## src/rtl/fifo_wr_arbiter_if.sv

```systemverilog
// Producer/FIFO-write-port bundle for fifo_wr_arbiter.
// master = producers plus FIFO side (testbench); slave = the arbiter.
interface fifo_wr_arbiter_if #(
    parameter int DATASIZE = 8,
    parameter int NREQ     = 4
);
    logic [NREQ-1:0]          req_valid;
    logic [NREQ*DATASIZE-1:0] req_data;
    logic [NREQ-1:0]          req_ready;
    logic                     wfull;
    logic                     winc;
    logic [DATASIZE-1:0]      wdata;
    logic [NREQ-1:0]          gnt;
    logic                     busy;

    modport master (
        output req_valid, req_data, wfull,
        input  req_ready, winc, wdata, gnt, busy
    );

    modport slave (
        input  req_valid, req_data, wfull,
        output req_ready, winc, wdata, gnt, busy
    );
endinterface

```

## src/rtl/fifo_wr_arbiter.sv

```systemverilog
// Round-robin arbiter sharing one FIFO write port among NREQ valid/ready producers.
// A grant is issued combinationally and lasts for a burst of up to MAXBURST words.
module fifo_wr_arbiter #(
    parameter int DATASIZE = 8,
    parameter int NREQ     = 4,
    parameter int MAXBURST = 4
) (
    input  logic              wclk,
    input  logic              wrst,
    fifo_wr_arbiter_if.slave  bus
);
    localparam int IW = (NREQ > 1) ? $clog2(NREQ) : 1;
    localparam int BW = $clog2(MAXBURST + 1);
    localparam logic [IW-1:0] LAST_RST  = IW'(NREQ - 1);
    localparam logic [BW-1:0] BURST_LEN = BW'(MAXBURST);

    typedef enum logic {IDLE, BUSY} state_e;

    state_e          state_q, state_d;
    logic [IW-1:0]   owner_q, owner_d;
    logic [IW-1:0]   last_q,  last_d;
    logic [BW-1:0]   bcnt_q,  bcnt_d;

    logic [IW-1:0]       sel;
    logic [IW-1:0]       cur;
    logic                any_valid;
    logic                granted;
    logic                xfer;
    logic [NREQ-1:0]     gnt;
    logic [NREQ-1:0]     req_ready;
    logic [DATASIZE-1:0] wdata;

    // Round-robin search: walking offsets downward leaves the nearest valid producer after last.
    always_comb begin
        logic [IW-1:0] idx;
        // NOTE: every combinational output gets a default first, so no path can infer a latch.
        sel = '0;
        idx = '0;
        for (int off = NREQ; off >= 1; off--) begin
            idx = IW'((int'(last_q) + off) % NREQ);
            if (bus.req_valid[idx]) sel = idx;
        end
    end

    assign any_valid = |bus.req_valid;
    assign cur       = (state_q == BUSY) ? owner_q : sel;
    // Gating with wrst keeps the combinational grant quiet while reset is held.
    assign granted   = !wrst && ((state_q == BUSY) || any_valid);
    assign xfer      = granted && bus.req_valid[cur] && !bus.wfull;

    always_comb begin
        gnt       = '0;
        req_ready = '0;
        wdata     = '0;
        if (granted) begin
            gnt[cur] = 1'b1;
            for (int i = 0; i < NREQ; i++) begin
                if (cur == IW'(i)) wdata = bus.req_data[i*DATASIZE +: DATASIZE];
            end
        end
        if (xfer) req_ready[cur] = 1'b1;
    end

    assign bus.gnt       = gnt;
    assign bus.req_ready = req_ready;
    assign bus.wdata     = wdata;
    assign bus.winc      = xfer;
    assign bus.busy      = (state_q == BUSY);

    always_comb begin
        state_d = state_q;
        owner_d = owner_q;
        last_d  = last_q;
        bcnt_d  = bcnt_q;
        case (state_q)
            IDLE: begin
                if (any_valid) begin
                    if (xfer && (MAXBURST == 1)) begin
                        last_d = sel;
                    end else begin
                        state_d = BUSY;
                        owner_d = sel;
                        bcnt_d  = xfer ? BW'(1) : '0;
                    end
                end
            end
            BUSY: begin
                // A producer that drops valid forfeits the rest of its burst.
                if (!bus.req_valid[owner_q]) begin
                    state_d = IDLE;
                    last_d  = owner_q;
                    bcnt_d  = '0;
                end else if (xfer) begin
                    if (bcnt_q + BW'(1) == BURST_LEN) begin
                        state_d = IDLE;
                        last_d  = owner_q;
                        bcnt_d  = '0;
                    end else begin
                        bcnt_d = bcnt_q + BW'(1);
                    end
                end
            end
            default: state_d = IDLE;
        endcase
    end

    always_ff @(posedge wclk or posedge wrst) begin
        if (wrst) begin
            state_q <= IDLE;
            owner_q <= '0;
            last_q  <= LAST_RST;
            bcnt_q  <= '0;
        end else begin
            // NOTE: state registers use non-blocking assignments so every flop samples pre-edge values.
            state_q <= state_d;
            owner_q <= owner_d;
            last_q  <= last_d;
            bcnt_q  <= bcnt_d;
        end
    end
endmodule

```

## src/flat_wrapper.sv

```systemverilog
// flat-port wrapper written by rule: the top's interface ports become plain ports
module fifo_wr_arbiter_flat 
#(
    parameter int DATASIZE = 8,
    parameter int NREQ     = 4,
    parameter int MAXBURST = 4
)
  (wclk, wrst, bus_req_valid, bus_req_data, bus_wfull, bus_req_ready, bus_winc, bus_wdata, bus_gnt, bus_busy);
  fifo_wr_arbiter_if #(.DATASIZE(DATASIZE), .NREQ(NREQ)) bus_i ();
  input  logic wclk;
  input  logic wrst;
  input wire logic [$bits(bus_i.req_valid)-1:0] bus_req_valid;
  input wire logic [$bits(bus_i.req_data)-1:0] bus_req_data;
  input wire logic [$bits(bus_i.wfull)-1:0] bus_wfull;
  output wire logic [$bits(bus_i.req_ready)-1:0] bus_req_ready;
  output wire logic [$bits(bus_i.winc)-1:0] bus_winc;
  output wire logic [$bits(bus_i.wdata)-1:0] bus_wdata;
  output wire logic [$bits(bus_i.gnt)-1:0] bus_gnt;
  output wire logic [$bits(bus_i.busy)-1:0] bus_busy;
  assign bus_i.req_valid = bus_req_valid;
  assign bus_i.req_data = bus_req_data;
  assign bus_i.wfull = bus_wfull;
  assign bus_req_ready = bus_i.req_ready;
  assign bus_winc = bus_i.winc;
  assign bus_wdata = bus_i.wdata;
  assign bus_gnt = bus_i.gnt;
  assign bus_busy = bus_i.busy;
  fifo_wr_arbiter #(.DATASIZE(DATASIZE), .NREQ(NREQ), .MAXBURST(MAXBURST)) u_core (.wclk(wclk), .wrst(wrst), .bus(bus_i));
endmodule
```

## config.mk

```make
export PLATFORM = sky130hd
export DESIGN_NAME = fifo_wr_arbiter_flat
export DESIGN_NICKNAME = d
export VERILOG_FILES = /design/src/rtl/fifo_wr_arbiter_if.sv /design/src/rtl/fifo_wr_arbiter.sv /design/src/flat_wrapper.sv
export SDC_FILE = /design/constraint.sdc
export NUM_CORES = 1
export LEC_CHECK = 0
export CAP_MARGIN = 20
export CORE_ASPECT_RATIO = 0.6
export CORE_MARGIN = 2
export CORE_UTILIZATION = 34
export DETAILED_ROUTE_END_ITERATION = 10
export GPL_TIMING_DRIVEN = 0
export PLACE_DENSITY = 0.78
export SKIP_LAST_GASP = 1
export SYNTH_ARGS = -nofsm -noshare
export SYNTH_HDL_FRONTEND = slang
export SYNTH_SLANG_ARGS = --single-unit
```

## constraint.sdc

```tcl
create_clock -name wclk -period 2.2 [get_ports wclk]
set_input_delay 0.33 -clock wclk [delete_from_list [all_inputs] [get_ports wclk]]
set_output_delay 0.33 -clock wclk [all_outputs]
set_load 0.01 [all_outputs]
```

; ---- Word-level counts from Yosys, hierarchy flattened
; Index checks and enable logic that the tools add are counted.
[word_totals]
register_bits = 8
in_bits = 39
out_inout_bits = 18
elab_cells = 77
[op_classes]
add_sub_neg = 5
order_cmp = 7
eq_ne = 8
mux = 40
n_bitwise = 1
reduce_logical = 12
[op_table]
columns = cell, n
row1 = $mux 8, 5
row2 = $lt 2x3->1 const B, 6
row3 = $mux 2, 8
row4 = $bmux 1 s2, 6
row5 = $mux 1, 12
row6 = $mux 3, 4
row7 = $mux 4, 2
row8 = $pmux 3 s2, 1
row9 = $add 2x1->2 const B, 2
row10 = $add 2x2->2 const B, 2
row11 = $eq 2x2->1 const B, 2
row12 = $logic_and 1x1->1, 4
row13 = $ne 2x1->1 const B, 2
row14 = $reduce_and 2->1, 2
row15 = $reduce_or 4->1, 1
row16 = $add 3x1->3 const B, 1
row17 = $eq 3x3->1 const B, 1
row18 = $ne 3x3->1 const B, 1
row19 = $reduce_and 3->1, 1
row20 = $demux 1 s2, 1
row21 = $eq 2x1->1 const B, 1
row22 = $ge 2x1->1 const B, 1
row23 = $logic_not 1->1, 2
row24 = $logic_not 2->1, 1
row25 = 4 further kinds, 4

; ---- Longest topological paths before layout
[logic_depth]
depth_word = 15
depth_mapped = 7
depth_no_buf = 6

; ---- Least setup slack after synthesis
; No wires, ideal clock.
[synth_timing]
path_kind = register -> output
from = register u_core.last_q[0]
to = output bus_wdata[2]
arrival_time_ps = 1931
setup_slack_ps = -61
path_stages_with_launch = 7
path_cell_list = dfstp_2 > nand2b_1 > a21oi_1 > o41ai_2 > buf_2 > nor3b_1 > a211oi_1
[synth_via]
elab_chain_len = 14
[synth_rtl]
columns = item, line_no
row1 = start: declaration, fifo_wr_arbiter.sv:21  ; logic [IW-1:0] last_q, last_d;
row2 = start signal: assignment, fifo_wr_arbiter.sv:117  ; last_q <= last_d;
row3 = $add 2x1->2, fifo_wr_arbiter.sv:40  ; idx = IW'((int'(last_q) + off) % NREQ);
row4 = $bmux 1 s2, fifo_wr_arbiter.sv:41  ; if (bus.req_valid[idx]) sel = idx;
row5 = $mux 1 (implied by the code), fifo_wr_arbiter.sv:41
row6 = $mux 2 (3 in a row), fifo_wr_arbiter.sv:41
row7 = $mux 2 *, fifo_wr_arbiter.sv:41
row8 = $mux 2 *, fifo_wr_arbiter.sv:46  ; assign cur = (state_q == BUSY) ? owner_q : sel;
row9 = $logic_not 2->1, fifo_wr_arbiter.sv:58  ; if (cur == IW'(i)) wdata = bus.req_data[i*DATASIZE +: DATASIZE];
row10 = $mux 8 (3 in a row), fifo_wr_arbiter.sv:58
row11 = $mux 8 *, fifo_wr_arbiter.sv:58
row12 = $mux 8 *, fifo_wr_arbiter.sv:55  ; if (granted) begin
row13 = end: declaration, flat_wrapper.sv:17  ; output wire logic [$bits(bus_i.wdata)-1:0] bus_wdata;
; Mark *: on every way between the ends. The rest lies on a longest branch, timed or not. The select of a mux whose other input is x is not followed.

; ---- Worst setup path after layout
[layout_timing]
from = register u_core.last_q[0]
to = output bus_wdata[3]
; Same word-level chain as after synthesis.

==> results.md <==
* Result of the run: complete, but fails checks
* Violations in the final reports: negative setup slack
* Combinational Power Share at 76.7%
* Sequential area share after synthesis at between 20% and 30%
* Setup crit start: u_core.last_q[0]
* Max clock buf depth at 2
* Via/cell ratio at 5.443
* Synthesized area per cell at 7.627 um^2
* Depth of the worst register-to-register path at 7
* Routed Antenna Nets at 0
* Number of buffers inserted during clock tree synthesis at 3
* First-pass GRT wire length at 5492 um
* HPWL after detailed placement at 2742 um
* Shortest clock period the worst path allows after layout at 2.432 ns
* Worst vdd ir at 581.7 uV
* Die Ht at 45.02 um
* Total number of clock tree sinks at 8
* Asr flop ratio synth at 100.0%
* Unrepaired setup endpoints after global routing: true
* WL/cell at roughly 15 um
* Register cell area after layout at 203.9 um^2
* TritonCTS clock tree: done
* Achievable clock frequency at a little over 0.4 GHz
* Power spent charging and discharging nets at approximately 0.9 mW
* Root buffer cell: sky130_fd_sc_hd__clkbuf_8
* Total congestion overflow after global routing at 0
* Number of fillers in the final layout at 222
* Register bit total from synthesis at 8
* Area contributors post-synth: sky130_fd_sc_hd__dfrtp_1, sky130_fd_sc_hd__mux2i_1, sky130_fd_sc_hd__o221ai_1
* Post-Route Hold Slack at 0.3389 ns
* Type of the most critical hold path: in2async
* Clock transition at path regs at roughly 0.04 ns
* Count of vias placed by the detailed router at 1279
* Clock latency reported for the late side of the worst-skew pair at 0.23 ns
* Final Max Slew Viols at 0
* Top-area cell type share of the netlist area at between 10% and 20%
* Net switching fraction of the power at 42.97%
* Most common cell after layout, fill and taps aside: sky130_fd_sc_hd__clkdlybuf4s50_1
* Period utilization at 110.6%
* Commonest cells after routing, fill and taps aside: sky130_fd_sc_hd__clkdlybuf4s50_1, sky130_fd_sc_hd__buf_4, sky130_fd_sc_hd__nor2_1
* Sequential group share of total power at between 10 and 15%
* Number of rows created at floorplan at 14
* Worst reg2reg path startpoint: u_core.owner_q[1]
* Antenna violations before repair at 0
* Total wire length after detailed routing at 3637 um
* Type of the worst setup path: reg2out
* Largest net degree at the start of global routing at 11
* Gate count after technology mapping at 125
* Drt pass-1 iters at 4
* Die outline width at 72.37 um
* Routability Congestion at 0.8715
* Crit Reg-Reg Endpoint: u_core.bcnt_q[1]
* Overall die area at 0.003258 mm^2
* Total of buffers placed on input and output ports at 56
* CP Capture Type: output pin
* Number of DRC markers in iteration 0 at 96
* Clock share of power at a little under a tenth
* Area after DPL at 0.001568 mm^2
* Combined area of all synthesized cells at 953.4 um^2
* Initial core utilization at around 37%
* Worst-margin pin slew at 0.5093 ns
* Worst setup skew after layout at 0.004587 ns
* Hold-fix buffers, CTS at 0
* Cell area after layout at 0.001765 mm^2
* N_diodes at 0
* Area taken by multi-input logic gates at between 700 and 800 um^2
* Fraction of layout instances using a drive strength above 1 at 31.53%
* Power, Total at roughly 2.1 mW
* Number of synthesized flops with an enable pin at 0
* Power density of the placed cells at about 1200 mW/mm^2
* Pleak at 0.8333 nW
* Final Net Count at 245
* Crit-path max FO at 7
* Hold Vio Cnt, Final at 0
* Residual DRC count at 0
* Required time of the critical path at 1.87 ns
* Cell type with the largest total area after synthesis: sky130_fd_sc_hd__dfrtp_1
* R2R Setup Slk at 0.31 ns
* I/O Pins at between 50 and 60
* Post-synthesis cell type count at 40
* Max Cap Violations at 0
* Post-route worst setup slack at -0.2321 ns
* Placeable Area at 0.002575 mm^2
* Internal Pwr Total at ~1.2 mW
* Global router's overall resource usage at ~22%
* Max transition margin at 65.92%
* Dominant synthesized flop cell: sky130_fd_sc_hd__dfrtp_1
* Final Setup Violations at 12
* H-tree depth at 1
* Area Overhead vs Synth at 85.17%
* Post-layout utilization of the core at 68.56%
* Data arrival time of the worst path at 2.10 ns
* Net Count, Synth at 166
* Ys Warns at 0
* Via count of the first global-routing pass at 1170
* Element type at the critical path start: flop
==> flip-flops by register name, indices dropped and copies added, names as in the netlist <==
register / flops
u_core.owner_q: 2
u_core.last_q: 2
u_core.bcnt_q: 3
u_core.bus.busy: 1
==> cells in the mapped netlist (all sizes together), types with 3 or more instances <==
master and instances:
nor2 15, inv 13, nand2 9, nand3 9, mux2i 8, o21ai 7, o221ai 7, dfrtp 6
a21oi 5, nand2b 5, a22o 3, and3 3, nor3 3
==> kinds of logic after synthesis <==
kind of cell	after synthesis	share of synthesized area, %
fa+ha+maj	2	2.624
mux	11	13.12
compound gates	35	27.30
xor+xnor	1	0.9188
buf+inv	17	8.136
simple gates	51	26.64
flops	8	21.26
==> critical path: stages (launching register included) <==
cell and delay, ns:
sky130_fd_sc_hd__dfstp_2 0.57, sky130_fd_sc_hd__nand2b_4 0.15, sky130_fd_sc_hd__a21oi_4 0.06, sky130_fd_sc_hd__o41ai_4 0.32, sky130_fd_sc_hd__buf_6 0.19, sky130_fd_sc_hd__buf_6 0.10, sky130_fd_sc_hd__mux2i_1 0.17, sky130_fd_sc_hd__o221ai_1 0.14
sky130_fd_sc_hd__buf_2 0.17
==> per-stage QoR <==
stage          std cells  setup slack [ns]  TNS, ns
2_1_floorplan        125          0.003468        0
4_1_cts              233           -0.2337   -1.513
5_1_grt              235           -0.3268   -2.887
3_3_place_gp         213            -1.100   -13.20
6_report             235           -0.2321   -1.734
3_5_place_dp         213            -1.113   -13.64
==> worst max path at each step <==
stage | slack (ns) | cells past startpoint | to
floorplan | 0.003 | 6 | bus_wdata[2]
global placement | -1.10 | 7 | bus_wdata[2]
detailed placement | -1.11 | 7 | bus_wdata[2]
CTS | -0.23 | 8 | bus_wdata[3]
global route | -0.33 | 8 | bus_wdata[3]
finish | -0.23 | 8 | bus_wdata[3]
==> cell type report <==
cell class / count / area share (%)
plain buffers: 2 / 1.276
clock buffers: 4 / 2.551
inverters: 14 / 3.260
multi-input cells: 100 / 42.31
flip-flops and latches: 8 / 11.55
well taps: 32 / 2.268
repair buffers: 75 / 36.78
==> power by group through the flow <==
stage | registers, mW | clock network (mW) | logic [mW]
2_1_floorplan | 0.287 | 0 | 0.759
3_3_place_gp | 0.302 | 0 | 1.20
3_5_place_dp | 0.309 | 0 | 1.22
4_1_cts | 0.288 | 0.194 | 1.49
5_1_grt | 0.298 | 0.202 | 1.69
6_report | 0.291 | 0.187 | 1.58
==> timing repair <==
| item | in CTS | in global routing |
|---|---|---|
| endpoints found under the setup margin | 17 | 15 |
| pin swaps | 14 | 2 |
| buffers inserted | 17 | 2 |
| gates resized for setup | 87 | 4 |
==> layer usage <==
| layer | global-route usage [%] | up-vias | wire length (um) |
|---|---|---|---|
| li1 | - | 611 | - |
| met1 | 32.92 | 621 | 1732 |
| met2 | 33.39 | 45 | 1685 |
| met3 | 5.804 | 2 | 214 |
| met4 | 2.642 | 0 | 4 |
| met5 | 0 | - | 0 |
Power figures use the tool's default switching activity.
